==> src/rtl/toast_dmem_bridge.sv <==
// toast_dmem_bridge
//   Converts the MEM stage's single-cycle data-memory port into a req/gnt/rvalid
//   system bus that may insert any number of wait states. The upstream pipeline
//   is held with stall_o until the access finishes. A bus error or a timeout is
//   reported as a one-cycle err_o pulse in the cycle the access completes.
//
// Ports
//   clk_i, resetn_i        clock, asynchronous active-low reset
//   DMEM_*_i               access from the MEM stage (address, byte enables,
//                          store data, load request)
//   DMEM_rd_data_o         registered load data
//   stall_o                hold all upstream pipeline registers
//   err_o                  one-cycle error/timeout pulse
//   bus_*_o                registered request (req, we, addr, be, wdata)
//   bus_gnt_i, bus_rvalid_i, bus_rdata_i, bus_err_i   bus responses
//
// state  | meaning
// -------+------------------------------------------------------------------
// IDLE   | no access in flight; an access on the inputs is launched
// REQ    | bus_req_o high, fields held until the bus grants
// WAIT_R | read granted, waiting for rvalid
// DONE   | one cycle: stall released, err_o valid, pipeline advances

module toast_dmem_bridge #(
  parameter int unsigned TIMEOUT_CYCLES = 255
) (
  input  logic        clk_i,
  input  logic        resetn_i,
  input  logic [31:0] DMEM_addr_i,
  input  logic [3:0]  DMEM_wr_byte_en_i,
  input  logic [31:0] DMEM_wr_data_i,
  input  logic        DMEM_rd_en_i,
  output logic [31:0] DMEM_rd_data_o,
  output logic        stall_o,
  output logic        err_o,
  output logic        bus_req_o,
  output logic        bus_we_o,
  output logic [31:0] bus_addr_o,
  output logic [3:0]  bus_be_o,
  output logic [31:0] bus_wdata_o,
  input  logic        bus_gnt_i,
  input  logic        bus_rvalid_i,
  input  logic [31:0] bus_rdata_i,
  input  logic        bus_err_i
);

  typedef enum logic [1:0] {IDLE, REQ, WAIT_R, DONE} state_t;

  // The counter holds the number of cycles already spent in REQ/WAIT_R, so the
  // current cycle is the last one allowed once it reaches TIMEOUT_CYCLES-1.
  // Using >= keeps the abort armed after a grant that won against the limit.
  localparam logic [15:0] TO_LAST = 16'(TIMEOUT_CYCLES - 1);

  state_t      state_q, state_d;
  logic [15:0] cnt_q, cnt_d;
  logic        req_q, req_d;
  logic        we_q, we_d;
  logic [31:0] addr_q, addr_d;
  logic [3:0]  be_q, be_d;
  logic [31:0] wdata_q, wdata_d;
  logic [31:0] rdata_q, rdata_d;
  logic        err_q, err_d;

  logic is_wr;
  logic access;
  logic timeout;

  assign is_wr   = |DMEM_wr_byte_en_i;
  assign access  = DMEM_rd_en_i | is_wr;
  assign timeout = (cnt_q >= TO_LAST);

  always_comb begin
    state_d = state_q;
    cnt_d   = cnt_q;
    req_d   = req_q;
    we_d    = we_q;
    addr_d  = addr_q;
    be_d    = be_q;
    wdata_d = wdata_q;
    rdata_d = rdata_q;
    err_d   = 1'b0;   // only set on the transition into DONE -> one-cycle pulse

    case (state_q)
      IDLE: begin
        if (access) begin
          req_d   = 1'b1;
          we_d    = is_wr;
          addr_d  = DMEM_addr_i;
          be_d    = is_wr ? DMEM_wr_byte_en_i : 4'b1111;
          wdata_d = DMEM_wr_data_i;
          cnt_d   = 16'd0;
          state_d = REQ;
        end
      end

      REQ: begin
        cnt_d = (cnt_q == 16'hFFFF) ? cnt_q : cnt_q + 16'd1;
        if (bus_gnt_i) begin
          req_d = 1'b0;
          if (we_q) begin
            err_d   = bus_err_i;
            state_d = DONE;
          end else begin
            state_d = WAIT_R;
          end
        end else if (timeout) begin
          req_d   = 1'b0;
          err_d   = 1'b1;
          state_d = DONE;
          if (!we_q) rdata_d = 32'd0;
        end
      end

      WAIT_R: begin
        cnt_d = (cnt_q == 16'hFFFF) ? cnt_q : cnt_q + 16'd1;
        if (bus_rvalid_i) begin
          rdata_d = bus_err_i ? 32'd0 : bus_rdata_i;
          err_d   = bus_err_i;
          state_d = DONE;
        end else if (timeout) begin
          rdata_d = 32'd0;
          err_d   = 1'b1;
          state_d = DONE;
        end
      end

      DONE: begin
        // The finished access is still on the inputs here; never relaunch it.
        state_d = IDLE;
      end

      default: state_d = IDLE;
    endcase
  end

  always_ff @(posedge clk_i or negedge resetn_i) begin
    if (!resetn_i) begin
      state_q <= IDLE;
      cnt_q   <= 16'd0;
      req_q   <= 1'b0;
      we_q    <= 1'b0;
      addr_q  <= 32'd0;
      be_q    <= 4'd0;
      wdata_q <= 32'd0;
      rdata_q <= 32'd0;
      err_q   <= 1'b0;
    end else begin
      state_q <= state_d;
      cnt_q   <= cnt_d;
      req_q   <= req_d;
      we_q    <= we_d;
      addr_q  <= addr_d;
      be_q    <= be_d;
      wdata_q <= wdata_d;
      rdata_q <= rdata_d;
      err_q   <= err_d;
    end
  end

  // Stall is released while reset is asserted even if the MEM stage still
  // presents an access.
  assign stall_o = resetn_i & (((state_q == IDLE) & access) |
                               (state_q == REQ) | (state_q == WAIT_R));

  assign DMEM_rd_data_o = rdata_q;
  assign err_o          = err_q;
  assign bus_req_o      = req_q;
  assign bus_we_o       = we_q;
  assign bus_addr_o     = addr_q;
  assign bus_be_o       = be_q;
  assign bus_wdata_o    = wdata_q;

endmodule

==> config.mk <==
export PLATFORM = sky130hd
export DESIGN_NAME = toast_dmem_bridge
export DESIGN_NICKNAME = d
export VERILOG_FILES = /design/src/rtl/toast_dmem_bridge.sv
export SDC_FILE = /design/constraint.sdc
export NUM_CORES = 1
export LEC_CHECK = 0
export ABC_AREA = 1
export CORE_ASPECT_RATIO = 0.6
export CORE_MARGIN = 2
export CORE_UTILIZATION = 56
export DETAILED_ROUTE_END_ITERATION = 10
export DONT_BUFFER_PORTS = 1
export PLACE_DENSITY = 0.71
export SYNTH_ARGS = -nofsm -noshare
export SYNTH_HDL_FRONTEND = slang
export SYNTH_SLANG_ARGS = --single-unit
export TNS_END_PERCENT = 20
==> constraint.sdc <==
create_clock -name clk_i -period 4.25 [get_ports clk_i]
set_clock_uncertainty 0.2 [all_clocks]
set_input_delay 0.85 -clock clk_i [delete_from_list [all_inputs] [get_ports clk_i]]
set_output_delay 0.85 -clock clk_i [all_outputs]
set_load 0.005 [all_outputs]
==> results of run 1 <==
==> cell usage after synthesis (all sizes together) <==
| cell type | count |
|---|---|
| dfrtp | 121 |
| o211ai | 1 |
| nand3 | 47 |
| xnor2 | 2 |
| xor2 | 5 |
| buf | 23 |
| o21ai | 21 |
| nor3 | 1 |
| o21bai | 2 |
| clkbuf | 7 |
| ha | 6 |
| a31oi | 2 |
| nand2 | 338 |
| nand4 | 6 |
| nor2 | 72 |
| a22oi | 1 |
| inv | 56 |
| or2 | 1 |
| nand3b | 1 |
| a21oi | 2 |
==> cell type report <==
| cell class | instances | share of cell area [%] |
|---|---|---|
| timing repair buffer | 2 | 0.5606 |
| clock inverter | 12 | 2.743 |
| multi-input combinational | 508 | 34.87 |
| inverter | 56 | 3.363 |
| clock buffer | 20 | 7.307 |
| sequential | 121 | 48.45 |
| tap | 135 | 2.703 |
==> flip-flops by register name (all words and copies together), names as in the netlist <==
register and flops:
bus_req_o 1, DMEM_rd_data_o 32, bus_be_o 4, bus_wdata_o 32
bus_we_o 1, cnt_q 16, state_q 2, bus_addr_o 32
err_o 1
==> kinds of logic (layout without fill, tap and decap cells) <==
family,count (synthesis),in the layout,share of synthesized area [%]
adder cells (fa/ha/maj),6,6,1.340
AND/OR/NAND/NOR,466,466,33.61
buffers and inverters,86,90,7.101
XOR/XNOR,7,7,1.094
AO/OA/AOI/OAI,29,29,2.814
flip-flops,121,121,54.04
==> repair_timing <==
action / CTS / global route
setup endpoints to repair: 0 / 0
hold buffers: 1 / 0
hold endpoints to repair: 121 / 0
==> power by group <==
part	internal [mW]	switching [mW]	leakage (nW)
Combinational	0.332	0.903	1.52
Sequential	1.55	0.341	1.56
Clock	1.01	0.512	0.302
Total	2.89	1.76	3.39
==> stage by stage <==
stage               total power [mW]  std cells  hold slack, ns  worst slack, ns  util [%]
floorplan                      2.870        715          0.2650            1.547         -
global placement               3.047        821          0.2884            1.458     57.03
detailed placement             3.117        821          0.2898            1.345     57.03
CTS                            4.672        854          0.2347            1.406     63.71
global route                   4.962        854          0.2030            1.279     63.71
finish                         4.642        854          0.1716            1.402     63.71
==> per-layer routing <==
layer	wire, µm	vias to the layer above
met5	0	-
met4	88	0
met3	1084	13
met2	6483	184
met1	5962	2116
li1	-	2164
==> how the worst max path moves through the flow <==
stage                    startpoint        end  cells past startpoint
3_3_place_gp   DMEM_wr_byte_en_i[0]    stall_o                      6
3_5_place_dp   DMEM_wr_byte_en_i[3]  bus_req_o                      8
2_1_floorplan  DMEM_wr_byte_en_i[3]    stall_o                      7
5_1_grt        DMEM_wr_byte_en_i[3]    stall_o                      6
6_report       DMEM_wr_byte_en_i[0]    stall_o                      6
4_1_cts        DMEM_wr_byte_en_i[3]    stall_o                      6
==> critical path, stage by stage <==
cell and delay [ns]:
nor2_1 0.13, nand2_1 0.07, inv_1 0.14, nand2_1 0.09, nand2_2 0.34, a31oi_1 0.18
==> summary.md, run 1 <==
| Metric | Value |
|---|---|
| Status | `finished, final reports clean` |
| Endpoints failing setup | `0` |
| Origin of the critical flop-to-flop path | `state_q[0]` |
| Mapped Area | `between 5000 and 6000 µm²` |
| ANT cells | `0` |
| Routed length per instance | `~16 µm` |
| Worst reg-to-reg path cell count | `9` |
| Synthesized area per cell | `7.836 µm²` |
| 1st-pass router iterations | `6` |
| Post-route cell area | `approximately 6200 µm²` |
| Leakage | `3.388 nW` |
| Yosys reg bits | `approximately 120` |
| Reg2reg setup slack | `roughly 1.5 ns` |
| HPWL Detailed | `a little over 9 mm` |
| # rows | `28` |
| Minimum clock period | `approximately 2.8 ns` |
| Max-cap viol count | `0` |
| Clock Tree Buf Depth | `2` |
| DRC | `0` |
| Most frequent cells in the layout | `nand2_1, dfrtp_1, nor2_1, inv_1, nand3_1` |
| Slew Limit Fails | `0` |
| Total die area | `approximately 11,000 µm²` |
| Setup bufs post-CTS | `0` |
| Max-slew headroom | `between 20% and 30%` |
| Synth-to-Final Area Change | `11.55%` |
| Ports | `210` |
| Syn_nets | `about 830` |
| DR vias/cell | `about 5.2` |
| Iteration-0 DRC Markers | `about 350` |
| Period utilization | `between 60% and 70%` |
| GR Util met1 | `~33%` |
| Share of cells above drive strength 1 | `between 6 and 7%` |
| Worst EP required | `around 3.2 ns` |
| CTS clk-pin slew, worst paths | `0.05 ns` |
| Top cells by area, synth | `dfrtp_1, nand2_1, nor2_1` |
| Post-Syn Instances | `between 700 and 800` |
| Initial antenna violation count | `0` |
| Final wirelength | `about 14 mm` |
| Gates resized, CTS repair | `0` |
| Fmax | `0.3512 GHz` |
| Power Density | `742.8 nW/µm²` |
| WS Path Type | `input port to output port` |
| Reg2reg end | `cnt_q[4]` |
| Final layout net count | `roughly 820` |
| Final Hold Viols | `0` |
| Clock buffer count from CTS | `17` |
| Synth unique cells | `26` |
| DIE WIDTH | `between 100 and 150 µm` |
| Met3 usage | `under 10%` |
| Setup TNS | `0 ns` |
| Crit-path max FO | `20` |
| Routed vias | `approximately 4,500` |
| Commonest non-fill, non-tap cell in the layout | `nand2_1` |
| Measured slew at the worst slew-check pin | `roughly 1.1 ns` |
| CTS tree | `done` |
| Fillers | `around 840` |
| Num Clock Sinks | `121` |
| Yosys top cell by area | `dfrtp_1` |
| Vias in the first global route | `4,193` |
| Area of the multi-input gates | `roughly 2200 µm²` |
| Register area | `a little over 3000 µm²` |
| First-pass GRT wire length | `around 21 mm` |
| GRT overflow | `0` |
| Clock Latency Late Sink | `~0.40 ns` |
| Area share of the largest cell type after synthesis | `54.04%` |
| Dpl cell area | `about 5600 µm²` |
| Initial core utilization | `between 50 and 60%` |
| GRT Util Overall | `approximately a quarter` |
| GRT Max-Usage Layer | `met2` |
| Met2 GRT Util | `~40%` |
| Htree depth | `4` |
| HP Class | `input port to async pin` |
| Clock root cell | `clkbuf_16` |
| Yosys warning total | `0` |
| RSZ-0062 raised after global routing | `no` |
| Worst Setup End Kind | `output port` |
| Sequential element share of the synthesized area | `54.04%` |
| RD Place Congestion | `~0.9` |
| Die height | `a little over 80 µm` |
| Antenna Violating Nets Remaining | `0` |
| Core area | `between 9000 and 10,000 µm²` |
| Crit path launch type | `input port` |
| Worst Path Arrival | `~1.8 ns` |
| Pin count of the biggest net entering global routing | `122` |
| Worst vdd ir | `between 0.4 and 0.5 mV` |
| Port bufs | `0` |
Note: power is estimated with default switching activity, not from simulation.
==> inputs of run 2 (changes only) <==
--- a/config.mk
+++ b/config.mk
@@ -11,7 +11,7 @@
 export CORE_UTILIZATION = 56
 export DETAILED_ROUTE_END_ITERATION = 10
 export DONT_BUFFER_PORTS = 1
-export PLACE_DENSITY = 0.71
+export PLACE_DENSITY = 0.74
 export SYNTH_ARGS = -nofsm -noshare
 export SYNTH_HDL_FRONTEND = slang
 export SYNTH_SLANG_ARGS = --single-unit
==> constraint.sdc (replaced) <==
create_clock -name clk_i -period 2.51 [get_ports clk_i]
set_clock_uncertainty 0.2 [all_clocks]
set_input_delay 0.502 -clock clk_i [delete_from_list [all_inputs] [get_ports clk_i]]
set_output_delay 0.502 -clock clk_i [all_outputs]
set_load 0.005 [all_outputs]
==> summary.md, run 2 (synthesized netlist as in run 1, its figures left out) <==
| Metric | Value |
|---|---|
| Status | `finished with violations (was finished, final reports clean)` |
| Failing checks | `negative hold slack` |
| Reg2reg end | `cnt_q[4] (unchanged)` |
| Ports | `210 (unchanged)` |
| HP Class | `input port to async pin (unchanged)` |
| GRT Util Overall | `24.48% (was 24.92%)` |
| WHS | `-0.4130 ns (was 0.1716 ns)` |
| DRC | `0 (unchanged)` |
| Max-cap viol count | `0 (unchanged)` |
| Core area | `9809 µm² (unchanged)` |
| Period utilization | `93.42%` |
| Origin of the critical flop-to-flop path | `cnt_q[0] (was state_q[0])` |
| Clock root cell | `clkbuf_16 (unchanged)` |
| Minimum clock period | `between 2 and 2.5 ns` |
| Fillers | `784 (was 842)` |
| Clock buffer count from CTS | `17 (unchanged)` |
| Final wirelength | `13.22 mm (was 13.62 mm)` |
| Setup TNS | `0 ns (unchanged)` |
| 1st-pass router iterations | `5 (was 6)` |
| GRT overflow | `0 (unchanged)` |
| WS Path Type | `register to output port (was input port to output port)` |
| # rows | `28 (unchanged)` |
| Fmax | `roughly 0.43 GHz` |
| RD Place Congestion | `0.8918 (was 0.8957)` |
| Worst reg-to-reg path cell count | `10 (was 9)` |
| Routed vias | `4,513 (was 4,477)` |
| Worst EP required | `1.81 ns (was 3.20 ns)` |
| Slew Limit Fails | `0 (unchanged)` |
| Crit-path max FO | `6 (was 20)` |
| Commonest non-fill, non-tap cell in the layout | `nand2_1 (unchanged)` |
| Reg2reg setup slack | `0.44 ns (was 1.50 ns)` |
| Vias in the first global route | `4,104 (was 4,193)` |
| Power Density | `1231 nW/µm² (was 742.8 nW/µm²)` |
| Worst Path Arrival | `1.64 ns (was 1.80 ns)` |
| Antenna Violating Nets Remaining | `0 (unchanged)` |
| Iteration-0 DRC Markers | `245 (was 352)` |
| Measured slew at the worst slew-check pin | `0.4046 ns (was 1.100 ns)` |
| Num Clock Sinks | `121 (unchanged)` |
| Initial core utilization | `57.12% (unchanged)` |
| Total die area | `10,850 µm² (unchanged)` |
| Htree depth | `4 (unchanged)` |
| Post-route cell area | `6515 µm² (was 6250 µm²)` |
| First-pass GRT wire length | `20.35 mm (was 20.97 mm)` |
| DIE WIDTH | `133.1 µm (unchanged)` |
| ANT cells | `0 (unchanged)` |
| HPWL Detailed | `9.212 mm (was 9.053 mm)` |
| Worst Setup End Kind | `output port (unchanged)` |
| Port bufs | `0 (unchanged)` |
| Pre-CTS WS | `0.4406 ns (was 1.345 ns)` |
| Initial antenna violation count | `0 (unchanged)` |
| Crit path launch type | `register (was input port)` |
| Max-slew headroom | `72.99% (was 26.49%)` |
| Clock Tree Buf Depth | `2 (unchanged)` |
| CTS clk-pin slew, worst paths | `0.06 ns (was 0.05 ns)` |
| Leakage | `3.504 nW (was 3.388 nW)` |
| Most frequent cells in the layout | `nand2_1, dfrtp_1, nor2_1, inv_1, nand3_1 (unchanged)` |
| Dpl cell area | `5692 µm² (was 5594 µm²)` |
| Routed length per instance | `15.06 µm (was 15.95 µm)` |
| Share of cells above drive strength 1 | `7.672% (was 6.676%)` |
| Endpoints failing setup | `0 (unchanged)` |
| Die height | `81.48 µm (unchanged)` |
| Final layout net count | `842 (was 818)` |
| Synth-to-Final Area Change | `16.28% (was 11.55%)` |
| DR vias/cell | `5.140 (was 5.242)` |
| Pin count of the biggest net entering global routing | `123 (was 122)` |
| Final setup margin | `0.1652 ns (was 1.402 ns)` |
| CTS tree | `done (unchanged)` |
| Final Hold Viols | `121 (was 0)` |
| Clock Latency Late Sink | `0.41 ns (was 0.40 ns)` |
| RSZ-0062 raised after global routing | `no (unchanged)` |
| Worst vdd ir | `0.6879 mV (was 0.4350 mV)` |
-- run 2: report_power, final --
part / leakage, nW / internal (mW) / switching [mW]
registers: 1.56 / 2.62 / 0.563
logic: 1.64 / 0.731 / 1.51
clock network: 0.307 / 1.72 / 0.877
total: 3.50 / 5.07 / 2.95
-- run 2: how the worst max path moves through the flow --
stage | start | endpoint | slack (ns) | cells past startpoint
after global routing | state_q[0] | stall_o | 0.07 | 4
after global placement | state_q[0] | cnt_q[4] | 0.44 | 9
after CTS | state_q[0] | stall_o | 0.1 | 4
after floorplan | DMEM_wr_byte_en_i[3] | stall_o | 0.50 | 7
final | state_q[0] | stall_o | 0.17 | 4
after detailed placement | state_q[0] | cnt_q[4] | 0.44 | 9
-- run 2: through the flow --
stage,power (mW),util (%),instances
6_report,8.022,66.42,878
5_1_grt,8.591,66.42,878
4_1_cts,8.047,65.94,874
3_5_place_dp,5.410,58.02,829
3_3_place_gp,5.285,58.02,829
2_1_floorplan,4.859,-,715
-- run 2: area by class of cell --
class                      instances  area (µm²)  share of cell area [%]
clock inverter                    13       193.9                   2.977
multi-input combinational        508        2186                   33.55
sequential                       121        3028                   46.48
inverter                          56       210.2                   3.226
timing repair buffer              26       275.3                   4.225
clock buffer                      19       452.9                   6.952
tap                              135       168.9                   2.593
-- run 2: worst max-delay path: stages (launching register included) --
cell and delay, ns:
dfrtp_1 0.37, inv_1 0.14, ha_1 0.30, inv_1 0.14, a31oi_2 0.29
-- run 2: what timing repair did --
action,4_1_cts,5_1_grt
hold endpoints to repair,134,125
gates resized for setup,0,1
buffers inserted,0,0
setup endpoints to repair,0,1
hold buffers,13,4
-- run 2: routing by layer --
| metal | routed length (µm) | track usage (%) |
|---|---|---|
| met1 | 5572 | 31.14 |
| met3 | 1200 | 9.012 |
| met4 | 195 | 8.723 |
| met2 | 6254 | 39.43 |
| met5 | 0 | 0 |
==> inputs of run 3 (changes only) <==
--- a/config.mk
+++ b/config.mk
@@ -9,6 +9,7 @@
 export CORE_ASPECT_RATIO = 0.6
 export CORE_MARGIN = 2
 export CORE_UTILIZATION = 56
+export CTS_CLUSTER_SIZE = 28
 export DETAILED_ROUTE_END_ITERATION = 10
 export DONT_BUFFER_PORTS = 1
 export PLACE_DENSITY = 0.74
==> constraint.sdc (replaced) <==
create_clock -name clk_i -period 1.9 [get_ports clk_i]
set_clock_uncertainty 0.2 [all_clocks]
set_input_delay 0.38 -clock clk_i [delete_from_list [all_inputs] [get_ports clk_i]]
set_output_delay 0.38 -clock clk_i [all_outputs]
set_load 0.005 [all_outputs]
==> summary.md, run 3 (synthesized netlist as in run 1, its figures left out) <==
| Metric | Value |
|---|---|
| Share of cells above drive strength 1 | `14.22% (was 7.672%)` |
| RSZ-0062 raised after global routing | `yes (was no)` |
| Worst reg-to-reg path cell count | `10 (unchanged)` |
| Power Density | `1565 nW/µm² (was 1231 nW/µm²)` |
| HP Class | `input port to async pin (unchanged)` |
| Failing checks | `negative hold slack, negative setup slack (was negative hold slack)` |
| Htree depth | `4 (unchanged)` |
| Final setup margin | `-0.06601 ns (was 0.1652 ns)` |
| Clock Tree Buf Depth | `2 (unchanged)` |
| Synth-to-Final Area Change | `38.59% (was 16.28%)` |
| Commonest non-fill, non-tap cell in the layout | `nand2_1 (unchanged)` |
| Vias in the first global route | `4,907 (was 4,104)` |
| Most frequent cells in the layout | `nand2_1, dfrtp_1, dlygate4sd3_1, nor2_1, inv_1 (was nand2_1, dfrtp_1, nor2_1, inv_1, nand3_1)` |
| Initial core utilization | `57.12% (unchanged)` |
| WP buf/inv | `3 (was 2)` |
| Max-cap viol count | `0 (unchanged)` |
| Largest stage delay on the critical path | `0.39 ns (was 0.37 ns)` |
| Port bufs | `0 (unchanged)` |
| Die height | `81.48 µm (unchanged)` |
| ANT cells | `0 (unchanged)` |
| CTS tree | `done (unchanged)` |
| Max-slew headroom | `67.80% (was 72.99%)` |
| Clock Latency Late Sink | `0.40 ns (was 0.41 ns)` |
| RD Place Congestion | `0.9079 (was 0.8918)` |
| Hold-fix buffers, CTS | `86 (was 13)` |
| Minimum clock period | `1.966 ns` |
| Final layout net count | `950 (was 842)` |
| Final Hold Viols | `122 (was 121)` |
| Initial antenna violation count | `0 (unchanged)` |
| Antenna Violating Nets Remaining | `0 (unchanged)` |
| Measured slew at the worst slew-check pin | `0.4823 ns (was 0.4046 ns)` |
| # rows | `28 (unchanged)` |
| Num Clock Sinks | `121 (unchanged)` |
| Cell Chain, Critical Path | `inv_2 > buf_6 > ha_4 > inv_4 > a31oi_4 (was inv_1 > ha_1 > inv_1 > a31oi_2)` |
| Worst path slowest cell | `dfrtp_1 (unchanged)` |
| Pin count of the biggest net entering global routing | `123 (unchanged)` |
| DR vias/cell | `5.557 (was 5.140)` |
| Worst Setup End Kind | `output port (unchanged)` |
| Fmax | `just over 0.5 GHz` |
| DIE WIDTH | `133.1 µm (unchanged)` |
| Core area | `9809 µm² (unchanged)` |
| DRC | `0 (unchanged)` |
| Final wirelength | `18.16 mm (was 13.22 mm)` |
| Endpoints failing setup | `10 (was 0)` |
| Post-route cell area | `7765 µm² (was 6515 µm²)` |
| Routed vias | `5,479 (was 4,513)` |
| Clock buffer count from CTS | `17 (unchanged)` |
| Clock root cell | `clkbuf_16 (unchanged)` |
| Period utilization | `103.5%` |
| Worst Path Arrival | `1.39 ns (was 1.64 ns)` |
| Dpl cell area | `5839 µm² (was 5692 µm²)` |
| First-pass GRT wire length | `24.61 mm (was 20.35 mm)` |
| Crit. path cell count | `5 (was 4)` |
| Slew Limit Fails | `0 (unchanged)` |
| Ports | `210 (unchanged)` |
| Family with the most delay on the worst path | `flip-flops (unchanged)` |
| Iteration-0 DRC Markers | `543 (was 245)` |
| Crit-path max FO | `3 (was 6)` |
| Worst EP required | `1.32 ns (was 1.81 ns)` |
| Status | `finished with violations (unchanged)` |
| Routed length per instance | `18.42 µm (was 15.06 µm)` |
| Total die area | `10,850 µm² (unchanged)` |
| Crit path launch type | `register (unchanged)` |
| Worst vdd ir | `0.9019 mV (was 0.6879 mV)` |
| Setup TNS | `-0.2198 ns (was 0 ns)` |
| WS Path Type | `register to output port (unchanged)` |
| CTS clk-pin slew, worst paths | `0.05 ns (was 0.06 ns)` |
| GRT Util Overall | `29.30% (was 24.48%)` |
| 1st-pass router iterations | `5 (unchanged)` |
| GRT overflow | `0 (unchanged)` |
| WHS | `-0.5302 ns (was -0.4130 ns)` |
| Leakage | `4.045 nW (was 3.504 nW)` |
| HPWL Detailed | `9.330 mm (was 9.212 mm)` |
==> run 3: cell types whose count changed in the layout (fill, tap and decap cells not counted), moves of 4 or more <==
cell,delta
dlygate4sd3_1,+69
buf_4,+24
buf_6,+6
nor2_1,-6
ha_1,-5
inv_1,-5
nand3_1,-5
clkbuf_16,+4
ha_4,+4
nand2_8,+4
nand3_2,+4
nor2_2,+4
o21ai_0,-4
==> run 3: metrics by stage <==
step	utilization, %	power [mW]	hold WS (ns)	setup WS (ns)	cells
after floorplan	-	6.419	-0.1156	0.1365	715
after detailed placement	59.53	7.358	-0.1136	-0.04749	847
final	79.16	12.15	-0.5302	-0.06601	986
after global routing	79.16	12.78	-0.5475	-0.1145	986
after global placement	59.53	7.181	-0.1125	0.05110	847
after CTS	75.33	10.92	-0.5426	-0.04173	968
==> run 3: timing repair <==
item / 4_1_cts / 5_1_grt
resized for setup: 14 / 42
gates cloned: 0 / 10
endpoints found under the setup margin: 69 / 58
setup buffers: 3 / 8
endpoints found under the hold margin: 207 / 121
pin swaps: 1 / 14
==> run 3: path summary, 6_finish.rpt <==
kind | slack (ns) | from | to
worst max-delay path | -0.07 | state_q[0] | stall_o
worst min-delay path | -0.53 | resetn_i | bus_wdata_o[10]
worst max register to register | -0.05 | cnt_q[1] | DMEM_rd_data_o[29]
worst min register to register | 0.30 | DMEM_rd_data_o[11] | DMEM_rd_data_o[11]
max in group asynchronous | 1.85 | resetn_i | bus_addr_o[0]
min in group clk_i | -0.01 | bus_rdata_i[10] | DMEM_rd_data_o[10]
==> run 3: metal layers <==
metal  global-route usage (%)  vias to the layer above  part of all wire (%)
met1                    37.37                     2543                    38
met2                    48.55                      415                    47
li1                         -                     2443                     -
met4                    10.85                        0                   3.7
met5                        0                        -                     0
met3                    8.765                       78                    12
==> run 3: layout make-up <==
cell class	instances	area, µm²
well taps	135	168.9
clock buffers	20	446.7
repair buffers	131	1339
flip-flops and latches	121	3029
clock inverters	12	150.1
fillers	592	2044
multi-input cells	511	2416
inverters	56	215.2
==> run 3: power breakdown <==
part | internal (mW) | switching, mW | leakage, nW | total, mW
clock network | 2.09 | 1.13 | 0.286 | 3.22
registers | 3.46 | 0.795 | 1.56 | 4.25
logic | 1.83 | 2.84 | 2.20 | 4.67
